`config.mk`:
```
export PLATFORM = sky130hd
export DESIGN_NAME = fifo_rd_stream
export DESIGN_NICKNAME = d
export VERILOG_FILES = /design/src/rtl/fifo_pkg.sv /design/src/rtl/fifo_rd_buf.sv /design/src/rtl/fifo_rd_stream.sv
export SDC_FILE = /design/constraint.sdc
export NUM_CORES = 1
export LEC_CHECK = 0
export BUFFER_PORTS_ARGS = -buffer_cell sky130_fd_sc_hd__buf_2
export CAP_MARGIN = 20
export CORE_ASPECT_RATIO = 0.8
export CORE_UTILIZATION = 59
export CTS_CLUSTER_DIAMETER = 100
export DETAILED_ROUTE_END_ITERATION = 10
export PLACE_DENSITY = 0.83
export SYNTH_ARGS = -nofsm -noshare
export SYNTH_HDL_FRONTEND = slang
export SYNTH_SLANG_ARGS = --single-unit
```
`constraint.sdc`:
```
create_clock -name clkb -period 3.4 [get_ports clkb]
set_input_delay 0.51 -clock clkb [delete_from_list [all_inputs] [get_ports clkb]]
set_output_delay 0.51 -clock clkb [all_outputs]
set_load 0.05 [all_outputs]
```
`src/rtl/fifo_pkg.sv`:
```
// fifo_pkg: widths and depths shared by the async FIFO read side and its stream adapter
package fifo_pkg;
    localparam int DATA_WIDTH = 8;
    localparam int BUF_DEPTH  = 4;
    localparam int BUF_PTR_W  = 2;
    localparam int CNT_W      = 16;
endpackage

```
`src/rtl/fifo_rd_buf.sv`:
```
// fifo_rd_buf: 4-entry circular buffer holding words read from the FIFO until the stream pops them
//   i_clk/i_rst  clock and sync active-high reset
//   i_flush      drop all entries at the next edge
//   i_push/i_data  write one word at the tail
//   i_pop        remove the head word (ignored when empty)
//   o_count      occupancy 0..4, o_valid = non-empty, o_data = head word or 0 when empty
module fifo_rd_buf #(
    parameter int DATA_WIDTH = fifo_pkg::DATA_WIDTH
) (
    input  logic                          i_clk,
    input  logic                          i_rst,
    input  logic                          i_flush,
    input  logic                          i_push,
    input  logic [DATA_WIDTH-1:0]         i_data,
    input  logic                          i_pop,
    output logic [fifo_pkg::BUF_PTR_W:0]  o_count,
    output logic                          o_valid,
    output logic [DATA_WIDTH-1:0]         o_data
);
    import fifo_pkg::*;

    logic [DATA_WIDTH-1:0] r_mem [BUF_DEPTH];
    logic [BUF_PTR_W-1:0]  r_wr_ptr;
    logic [BUF_PTR_W-1:0]  r_rd_ptr;
    logic [BUF_PTR_W:0]    r_count;
    logic                  w_pop;

    assign o_valid = r_count != '0;
    assign o_data  = o_valid ? r_mem[r_rd_ptr] : '0;
    assign o_count = r_count;
    assign w_pop   = i_pop && o_valid;

    // Storage is deliberately not reset; occupancy alone decides what is visible.
    always_ff @(posedge i_clk) begin
        if (i_push) r_mem[r_wr_ptr] <= i_data;
    end

    always_ff @(posedge i_clk) begin
        if (i_rst || i_flush) begin
            r_wr_ptr <= '0;
            r_rd_ptr <= '0;
            r_count  <= '0;
        end else begin
            if (i_push) r_wr_ptr <= r_wr_ptr + 1'b1;
            if (w_pop) r_rd_ptr <= r_rd_ptr + 1'b1;
            r_count <= r_count + {{BUF_PTR_W{1'b0}}, i_push} - {{BUF_PTR_W{1'b0}}, w_pop};
        end
    end
endmodule

```
`src/rtl/fifo_rd_stream.sv`:
```
// fifo_rd_stream: converts the FIFO rd_en/empty/registered-data port into a valid/ready stream
//   clkb/rstb   read-domain clock and sync active-high reset (shared with the FIFO read side)
//   fifo_empty/fifo_data/fifo_rd_en  FIFO read port; data arrives the cycle after an accepted read
//   flush       drop buffered and in-flight words at the next edge
//   m_data/m_valid/m_ready  output stream
//   buf_count   buffer occupancy 0..4, word_cnt  wrapping count of delivered words
module fifo_rd_stream #(
    parameter int DATA_WIDTH = fifo_pkg::DATA_WIDTH,
    parameter int BUF_DEPTH  = fifo_pkg::BUF_DEPTH
) (
    input  logic                          clkb,
    input  logic                          rstb,
    input  logic                          fifo_empty,
    input  logic [DATA_WIDTH-1:0]         fifo_data,
    output logic                          fifo_rd_en,
    input  logic                          flush,
    output logic [DATA_WIDTH-1:0]         m_data,
    output logic                          m_valid,
    input  logic                          m_ready,
    output logic [fifo_pkg::BUF_PTR_W:0]  buf_count,
    output logic [fifo_pkg::CNT_W-1:0]    word_cnt
);
    import fifo_pkg::*;

    logic                 r_pending;
    logic [CNT_W-1:0]     r_word_cnt;
    logic                 w_room;

    // Reserve a slot for the in-flight word so a read is only issued when it is sure to fit;
    // only registered state is used, keeping m_ready off the rd_en path.
    assign w_room     = (buf_count + {{BUF_PTR_W{1'b0}}, r_pending}) < (BUF_PTR_W+1)'(BUF_DEPTH);
    assign fifo_rd_en = !rstb && !flush && !fifo_empty && w_room;
    assign word_cnt   = r_word_cnt;

    always_ff @(posedge clkb) begin
        if (rstb || flush) r_pending <= 1'b0;
        else r_pending <= fifo_rd_en && !fifo_empty;
    end

    always_ff @(posedge clkb) begin
        if (rstb) r_word_cnt <= '0;
        else if (m_valid && m_ready) r_word_cnt <= r_word_cnt + CNT_W'(1);
    end

    fifo_rd_buf #(.DATA_WIDTH(DATA_WIDTH)) u_buf (
        .i_clk   (clkb),
        .i_rst   (rstb),
        .i_flush (flush),
        .i_push  (r_pending),
        .i_data  (fifo_data),
        .i_pop   (m_ready),
        .o_count (buf_count),
        .o_valid (m_valid),
        .o_data  (m_data)
    );
endmodule
```
==> flow_summary.ini <==
[pwr]
pwr-share-comb_pct = 4.9
p_sw_w = 0.000296
p_total_w = 0.00136
clock_power_share_pct = 40.0
peakVddDrop_uv = 349
p_int_w = 0.00107
swShare_pct = 21.7
leakagePower_nw = 1.12
pwr_density_cell_nw_per_um2 = 480
seq_power_share_pct = 55.1

[setup_path]
slowest_stage = dfxtp_1
worstSetupEndpointType = output pin
r2r_start = word_cnt[0]$_SDFFE_PP0N_
timing.rr.end = word_cnt[14]$_SDFFE_PP0N_
timing.critical_path.cells = mux4_2, nor2b_1, buf_2
max_stage_delay_ps = 650
cp.required_ps = 2890
worstPathMaxFanout = 8
crit_type = flop to output pin
worst-r2r-cell-count = 5
critPathArrivalTime_ps = 1950
r2r_slack_ps = 1680
critPathLaunchType = flop

[timing]
max_slew_margin_pct = 32.8
timing.final.ws_setup_ps = 942
hold_violations = 0
rsz0062_at_grt = false
fmax_mhz = 407
fin_crit_ps = 2460
finClkSkew_ps = 7.35
worstMarginPinSlew_ps = 1000
timing.final.crit_share_pct = 72.3
finalSetupViolations = 0
finalSetupTns_ps = 0
slew_violations = 0

[floorplan]
die_area_um2 = 4390
start_util_pct = 62.7
row_count = 20
die_w_um = 73.8
num_io_pins = 42
die_y_um = 59.4
core_area_um2 = 3880

[grt]
grt_use_total_pct = 22.5
grt_pass1_vias = 1456
grt_max_degree = 18
grt_pass1_wl_um = 6760
grt_remaining_overflow = 0
antenna_found_initial = 0

[cells_and_area]
final_nets = 246
drive_gt1_share_pct = 31.4
areaGrowthSynthToFinish_pct = 16.7
fin_cells = 284
final_cell_area_um2 = 2840
final_cell_mix = buf_2, edfxtp_1, dfxtp_1, nor2_1
num_antenna_cells = 0
final_common_cell = buf_2

[placed_design]
placed_area_um2 = 2670
dp_cells = 268
gp_congestion = 0.755
dp_hpwl_um = 3110
portBuffers = 41
preCtsSetupSlack_ps = 1250

[yosys]
synth_edf_count = 32
netlist_area_um2 = 2430
yosys_warnings = 0
synth_cells = 179
synth.avg_cell_area_um2 = 13.6
synth-main-ff-cell = edfxtp_1
syn-num-nets = 201
ys_seq_area_share_pct = 60.9
synthArstFlopShare_pct = 0
synth_cell_types = 34
ys_ff_latch = 58

[clocking]
cts-resized-gates = 0
clock_latency_ps = 330
cts_num_sinks = 58
cts_hold_buf = 0
post_cts_buffers = 0
cts_made_buffers = 9
htree_num_levels = 3
path_clk_slew_ps = 60
cts_tree = done
cts_buffer_depth = 2
root_buffer = clkbuf_8

[detailed_routing]
drt_wl_total_um = 4350
drt_iter0_drc = 104
drc = 0
dr.pass1.iters = 4
ant_nets = 0
num_vias = 1547
drt-vias-per-instance = 5.45
wl_per_cell_um = 15.3

[worst_hold_path]
hold_class = primary input to flop
hp-start = fifo_empty
holdPathEnd = r_pending$_SDFF_PP0_
holdPathStages = 2

[status]
status = completed

[run]
drv_cap = 0
-- synthesized netlist by cell type (5+ instances only) --
master / instances / area share, %
inv_1: 6 / 0.93
nor2_1: 19 / 2.9
xor2_1: 11 / 4.0
and2_1: 5 / 1.3
edfxtp_1: 32 / 39
mux4_2: 8 / 7.4
nand2_1: 5 / 0.77
nor2b_1: 8 / 2.1
ha_1: 9 / 4.6
dfxtp_1: 26 / 21
a21oi_1: 5 / 1.0
-- critical path: cells and delay by family (launching register included) --
kind / cells / cell delay, ps
flip-flops: 1 / 650
AND/OR/NAND/NOR: 1 / 140
buffers and inverters: 1 / 250
multiplexers: 1 / 560
-- layout make-up --
type / instances / area (um2)
sequential: 58 / 1480
multi-input combinational: 108 / 887
tap: 55 / 68.8
timing repair buffer: 41 / 205
clock inverter: 3 / 15.0
inverter: 6 / 22.5
clock buffer: 13 / 159
fill: 279 / 1040
-- sequential cells by signal, summed over array words and instances (netlist names), named ones only --
register        count
u_buf.r_mem        32
u_buf.r_wr_ptr      2
u_buf.o_count       3
u_buf.r_rd_ptr      2
word_cnt           16
r_pending           1
-- how the worst max path moves through the flow --
stage          cells past startpoint          to                   startpoint  slack [ps]
4_1_cts                            3   m_data[1]                         flop         880
6_report                           3   m_data[3]                         flop         940
3_5_place_dp                       3   m_data[1]                         flop        1250
2_1_floorplan                      4  fifo_rd_en  u_buf.o_count[0]$_SDFF_PP0_         620
3_3_place_gp                       3   m_data[4]                         flop        1290
5_1_grt                            3   m_data[4]                         flop         810
-- power by group through the flow --
stage	clock [W]	sequential, W	combinational [W]
2_1_floorplan	0	0.000768	0.0000420
3_3_place_gp	0	0.000765	0.0000632
3_5_place_dp	0	0.000765	0.0000662
4_1_cts	0.000557	0.000751	0.0000664
5_1_grt	0.000589	0.000751	0.0000710
6_report	0.000546	0.000750	0.0000662
-- routing by layer --
layer  wire length (um)  vias to the layer above  GRT usage (%)
met3                202                       19           7.82
met2               2060                       45           34.6
met5                  0                        -              0
met4                147                        0           14.8
met1               1940                      750           27.1
li1                   -                      733              -
-- kinds of logic after synthesis --
logic type               after synthesis  synth area share [%]
XOR/XNOR                              15                  5.40
multiplexers                          10                  8.23
AO/OA/AOI/OAI                         12                  2.98
buffers and inverters                 13                  2.67
AND/OR/NAND/NOR                       62                  15.2
adder cells (fa/ha/maj)                9                  4.63
flip-flops                            58                  60.9
-- metrics by stage --
step | utilization [%] | hold WS [ps]
finish | 73.2 | 364
detailed placement | 68.7 | 505
global route | 73.2 | 362
floorplan | - | 485
CTS | 73.2 | 353
global placement | 68.7 | 464
Power figures use the tool's default switching activity.
